`src/rtl/cache_types_pkg.sv`:
```
// Shared types for the I/D cache arbiter: FSM state encoding and
// default cache-line width.
package cache_types_pkg;

    localparam int LINE_W_DEF = 256;

    typedef enum logic [1:0] {
        IDLE    = 2'd0,
        SERVE_I = 2'd1,
        SERVE_D = 2'd2
    } arb_state_t;

endpackage

```
`src/rtl/cache_arbiter_mux.sv`:
```
// Steers the granted cache side onto the L2 bus and routes the L2
// response back to that side only.
module arbiter_mux
    import cache_types_pkg::*;
#(
    parameter int LINE_W = LINE_W_DEF
) (
    input  arb_state_t        grant,
    input  logic              ic_read,
    input  logic [31:0]       ic_address,
    input  logic              dc_read,
    input  logic              dc_write,
    input  logic [31:0]       dc_address,
    input  logic [LINE_W-1:0] dc_wdata,
    input  logic              resp,
    output logic              mem_read,
    output logic              mem_write,
    output logic [31:0]       mem_address,
    output logic [LINE_W-1:0] mem_wdata,
    output logic              ic_resp,
    output logic              dc_resp
);

    always_comb begin
        mem_read    = 1'b0;
        mem_write   = 1'b0;
        mem_address = '0;
        mem_wdata   = '0;
        ic_resp     = 1'b0;
        dc_resp     = 1'b0;
        case (grant)
            SERVE_I: begin
                mem_read    = ic_read;
                mem_address = ic_address;
                ic_resp     = resp;
            end
            SERVE_D: begin
                mem_read    = dc_read;
                mem_write   = dc_write;
                mem_address = dc_address;
                mem_wdata   = dc_wdata;
                dc_resp     = resp;
            end
            default: ;
        endcase
    end

endmodule

```
`src/rtl/cache_arbiter.sv`:
```
// Two-way I/D cache arbiter onto a single L2 port. Fixed D priority by
// default; define CACHE_ARBITER_ROUND_ROBIN_EN for a toggling pointer.
module cache_arbiter
    import cache_types_pkg::*;
#(
    parameter int LINE_W = LINE_W_DEF
) (
    input  logic              clk,
    input  logic              rst,
    input  logic              i_pmem_read,
    input  logic [31:0]       i_pmem_address,
    output logic [LINE_W-1:0] i_pmem_rdata,
    output logic              i_pmem_resp,
    input  logic              d_pmem_read,
    input  logic              d_pmem_write,
    input  logic [31:0]       d_pmem_address,
    input  logic [LINE_W-1:0] d_pmem_wdata,
    output logic [LINE_W-1:0] d_pmem_rdata,
    output logic              d_pmem_resp,
    output logic              mem_read,
    output logic              mem_write,
    output logic [31:0]       mem_address,
    output logic [LINE_W-1:0] mem_wdata,
    input  logic [LINE_W-1:0] mem_rdata,
    input  logic              mem_resp
);

    arb_state_t state;
    arb_state_t grant;
    logic       d_req;
    logic       d_first;

    assign d_req = d_pmem_read | d_pmem_write;
    // Reset masks the bus immediately, even mid-transaction.
    assign grant = rst ? IDLE : state;

`ifdef CACHE_ARBITER_ROUND_ROBIN_EN
    logic prio_d;
    always_ff @(posedge clk) begin
        if (rst) begin
            prio_d <= 1'b1;
        end else if (state != IDLE && mem_resp) begin
            prio_d <= ~prio_d;
        end
    end
    assign d_first = prio_d;
`else
    assign d_first = 1'b1;
`endif

    always_ff @(posedge clk) begin
        if (rst) begin
            state <= IDLE;
        end else begin
            case (state)
                IDLE: begin
                    if (d_req && (d_first || !i_pmem_read)) begin
                        state <= SERVE_D;
                    end else if (i_pmem_read) begin
                        state <= SERVE_I;
                    end
                end
                // Completion or requester abort both release the bus.
                SERVE_I: if (mem_resp || !i_pmem_read) state <= IDLE;
                SERVE_D: if (mem_resp || !d_req) state <= IDLE;
                default: state <= IDLE;
            endcase
        end
    end

    assign i_pmem_rdata = mem_rdata;
    assign d_pmem_rdata = mem_rdata;

    arbiter_mux #(.LINE_W(LINE_W)) u_mux (
        .grant       (grant),
        .ic_read     (i_pmem_read),
        .ic_address  (i_pmem_address),
        .dc_read     (d_pmem_read),
        .dc_write    (d_pmem_write),
        .dc_address  (d_pmem_address),
        .dc_wdata    (d_pmem_wdata),
        .resp        (mem_resp),
        .mem_read    (mem_read),
        .mem_write   (mem_write),
        .mem_address (mem_address),
        .mem_wdata   (mem_wdata),
        .ic_resp     (i_pmem_resp),
        .dc_resp     (d_pmem_resp)
    );

endmodule
```
`config.mk`:
```
export PLATFORM = sky130hd
export DESIGN_NAME = cache_arbiter
export DESIGN_NICKNAME = d
export VERILOG_FILES = /design/src/rtl/cache_types_pkg.sv /design/src/rtl/cache_arbiter_mux.sv /design/src/rtl/cache_arbiter.sv
export SDC_FILE = /design/constraint.sdc
export NUM_CORES = 1
export LEC_CHECK = 0
export BUFFER_PORTS_ARGS = -buffer_cell sky130_fd_sc_hd__buf_2
export CORE_AREA = 2 2 545 547
export DETAILED_ROUTE_END_ITERATION = 6
export DIE_AREA = 0 0 547 549
export PLACE_DENSITY = 0.3
export SLEW_MARGIN = 15
export SYNTH_ARGS = -nofsm -noshare
export SYNTH_HDL_FRONTEND = slang
export SYNTH_HIERARCHICAL = 1
export SYNTH_SLANG_ARGS = --single-unit
```
`constraint.sdc`:
```
create_clock -name clk -period 1.9 [get_ports clk]
set_input_delay 0.095 -clock clk [delete_from_list [all_inputs] [get_ports clk]]
set_output_delay 0.095 -clock clk [all_outputs]
set_load 0.02 [all_outputs]
```
==> impl_results.md <==
- CP required: 1.80 ns
- Synth top area cells: buf_4 (62%), and2_1 (22%), and2_2 (4.5%)
- Total CTS buffers: 3
- Starting Density: 2.11%
- Critical Path Sink Type: output pin
- Synth Register Bits: 2
- Vias: 7500
- Worst-path clk slew: 0.03 ns
- CTS tree: done
- Failing checks: negative setup slack
- Root Buffer: clkbuf_16
- Nets@finish: 1591
- First-pass GRT wire length: 217 mm
- Slew Limit Headroom: 81.7%
- Asr flop ratio synth: 0%
- Placed Cells: 4918
- Largest Register: state
- Final setup viols: 4
- Largest net degree at the start of global routing: 35
- Worst path max stage delay: 0.33 ns
- Grt total ovfl: 0
- Drt drc: 0
- Worst-path cell chain: nor2b_4 -> inv_2 -> ha_4 -> buf_12 -> buf_16 -> clkbuf_16 -> and2_2 -> buf_2
- Synth cell count leaders: buf_4 (513), and2_1 (222), and2_2 (37)
- DRT Pass-1 Iters: 4
- Most frequent cell after synthesis: buf_4
- Synth top area share: 61.8%
- RSZ-0062 raised after global routing: yes
- Core ar.: 0.295 mm²
- Warnings, synthesis: 6
- Filler instances: 34900
- Area growth syn-to-layout: 120%
- CTS HTree Levels: 1
- Synth cell types: 17
- Number of synthesized flops with an enable pin: 0
- Number of flip-flops in the largest register: 2
- Gpl congestion: 0.767
- Sw Ratio: 48.4%
- Placement-stage worst setup slack: 0.0163 ns
- Largest regs: state: 2 flops
- Routed WL per cell: 40.4 µm
- Max-slew violations: 0
- Post-Route WL: 201 mm
- Int Pwr: 1.37 mW
- Clock power share: 12.2%
- Slowest cell on the critical path: dfxtp_2
- Vias per cell: 1.51
- Worst-path fanout max: 8
- Hold Fails Final Rpt: 0
- Crit start category: register
- Seq/Total Area, Yosys: 0.642%
- Number of global-route vias before repair: 6890
- Post-Synthesis Cells: 891
- Sequential share of power: 1.8%
- NetSw: 1.29 mW
- Maximum vdd drop: 0.000220 V
- Hold WC Path Type: in -> reg
- Antenna violations before repair: 233
- Cell Pwr Density: 194 mW/mm²
- Post-Syn Area per Cell: 7.00 µm²
- I/O pin cnt: 1386
- DR iter-0 viols: 351
- Worst EP arrival: 1.85 ns
- Status: complete, but fails checks
- Die area: 0.300 mm²
- CTS Sinks: 2
- Final core occ: 4.64%
- Mapped Nets: 1475
- Ys flop type: dfxtp_1
- Total GRT Usage: 12.6%
- Max-Cap Viols: 0
- Latest clock arrival within the worst-skew pair: 0.23 ns
- Period utilisation layout: 102%
- Clock skew: 0.00201 ns
- Rows: 200
- Least-Margin Pin Slew: 0.277 ns
- Final Worst Setup Slack: -0.0427 ns
- Yosys top cell by area: buf_4
- Die W: 547 µm
- Final std cells w/o fill: 4968
- Detail Placement HPWL: 192 mm
- Clock buffer depth: 2
- Ratio of cells with drive above 1 in the final layout: 82.4%
- Die H: 549 µm
- Gate power share: 86.1%
- Port-buffer cells: 617
- Static Leakage: 4.68 nW
- Post-CTS Hold Fix Bufs: 0
- Detail Route Antenna Nets: 0
- Synth Cell Area: 0.00624 mm²
- CP Class: reg -> out
- Tmin final: 1.94 ns
- Fmax: 0.515 GHz
[area by class of cell]
cell class / instances / area, µm² / area share (%)
Sequential cell: 2 / 42.5 / 0.311
Clock buffer: 3 / 75.1 / 0.548
Tap cell: 3939 / 4930 / 36.0
Inverter: 2 / 7.51 / 0.0548
Antenna cell: 24 / 60.1 / 0.439
Multi-Input combinational cell: 335 / 2500 / 18.2
Timing Repair Buffer: 663 / 6090 / 44.4
[critical path: cells and delay by family, from the launching register on]
family	cells	cell delay, ns
buf+inv	5	0.74
simple gates	2	0.34
fa+ha+maj	1	0.16
flops	1	0.33
[power groups by stage]
stage	clock (mW)	combinational (mW)	sequential, mW
after global placement	0	1.96	0.0463
after floorplan	0	2.13	0.0469
after CTS	0.328	2.11	0.0465
after detailed placement	0	1.98	0.0467
final	0.324	2.29	0.0469
after global routing	0.334	2.46	0.0468
[metrics by stage]
| step | setup TNS (ns) | hold slack [ns] | total power [mW] | cell area (µm²) |
|---|---|---|---|---|
| 3_3_place_gp | 0 | 0.190 | 2.00 | 12000 |
| 4_1_cts | -0.806 | 0.132 | 2.49 | 12500 |
| 6_report | -0.0953 | 0.128 | 2.66 | 13700 |
| 5_1_grt | -2.01 | 0.139 | 2.84 | 13700 |
| 2_1_floorplan | 0 | 0.171 | 2.18 | 6240 |
| 3_5_place_dp | 0 | 0.190 | 2.02 | 12000 |
[placed cells by master (no fill, tap or decap)]
| master | netlist | final |
|---|---|---|
| buf_2 | 4 | 370 |
| o211a_1 | 1 | 1 |
| and2_1 | 222 | 128 |
| buf_6 | 3 | 72 |
| nor2b_4 | 0 | 2 |
| buf_16 | 0 | 6 |
| buf_12 | 0 | 113 |
| ha_2 | 0 | 1 |
| and2_4 | 0 | 103 |
| dfxtp_2 | 0 | 2 |
| buf_8 | 0 | 5 |
| a22oi_2 | 0 | 17 |
| nor2_1 | 35 | 29 |
| clkbuf_16 | 0 | 14 |
| inv_1 | 2 | 1 |
| buf_4 | 513 | 72 |
| nor2b_1 | 3 | 1 |
| a2111oi_2 | 1 | 1 |
| diode_2 | 0 | 24 |
| a22oi_1 | 33 | 16 |
| nor3_1 | 1 | 1 |
| inv_2 | 0 | 1 |
| and2_2 | 37 | 28 |
| ha_4 | 0 | 1 |
| clkbuf_4 | 3 | 14 |
| nor2_2 | 0 | 6 |
[what timing repair did]
item | in CTS | in global routing
gates cloned | 3 | 15
setup buffers | 5 | 0
setup endpoints to repair | 268 | 170
gates resized for setup | 105 | 348
pin swaps | 1 | 8
[final timing paths]
check | from | to | slack [ns] | cells after the start
worst max-delay path | state[0]$_SDFFE_PP0P_ | mem_wdata[29] | -0.04 | 8
worst min-delay path | i_pmem_read | state[0]$_SDFFE_PP0P_ | 0.13 | 2
worst max register to register | state[0]$_SDFFE_PP0P_ | state[0]$_SDFFE_PP0P_ | 0.99 | 3
worst min register to register | state[0]$_SDFFE_PP0P_ | state[1]$_SDFFE_PP0P_ | 0.52 | 2
[kinds of logic (layout without fill, tap and decap cells)]
logic type,after synthesis,in the layout,synth area share [%]
buffers and inverters,554,668,65.4
and+or+nand+nor,298,298,29.2
AOI/OAI and AO/OA,35,35,4.37
adders and majority gates,2,2,0.401
DFF,2,2,0.642
other,0,24,0
[per-layer routing]
layer  wire length [µm]  GRT usage [%]  vias to the layer above
li1                   -              -                     2472
met1              43000           7.82                     2823
met2              87400           20.1                     1470
met3              62500           18.5                      627
met4               7300           2.85                      108
met5                702              0                        -
Note: power is estimated with default switching activity, not from simulation.
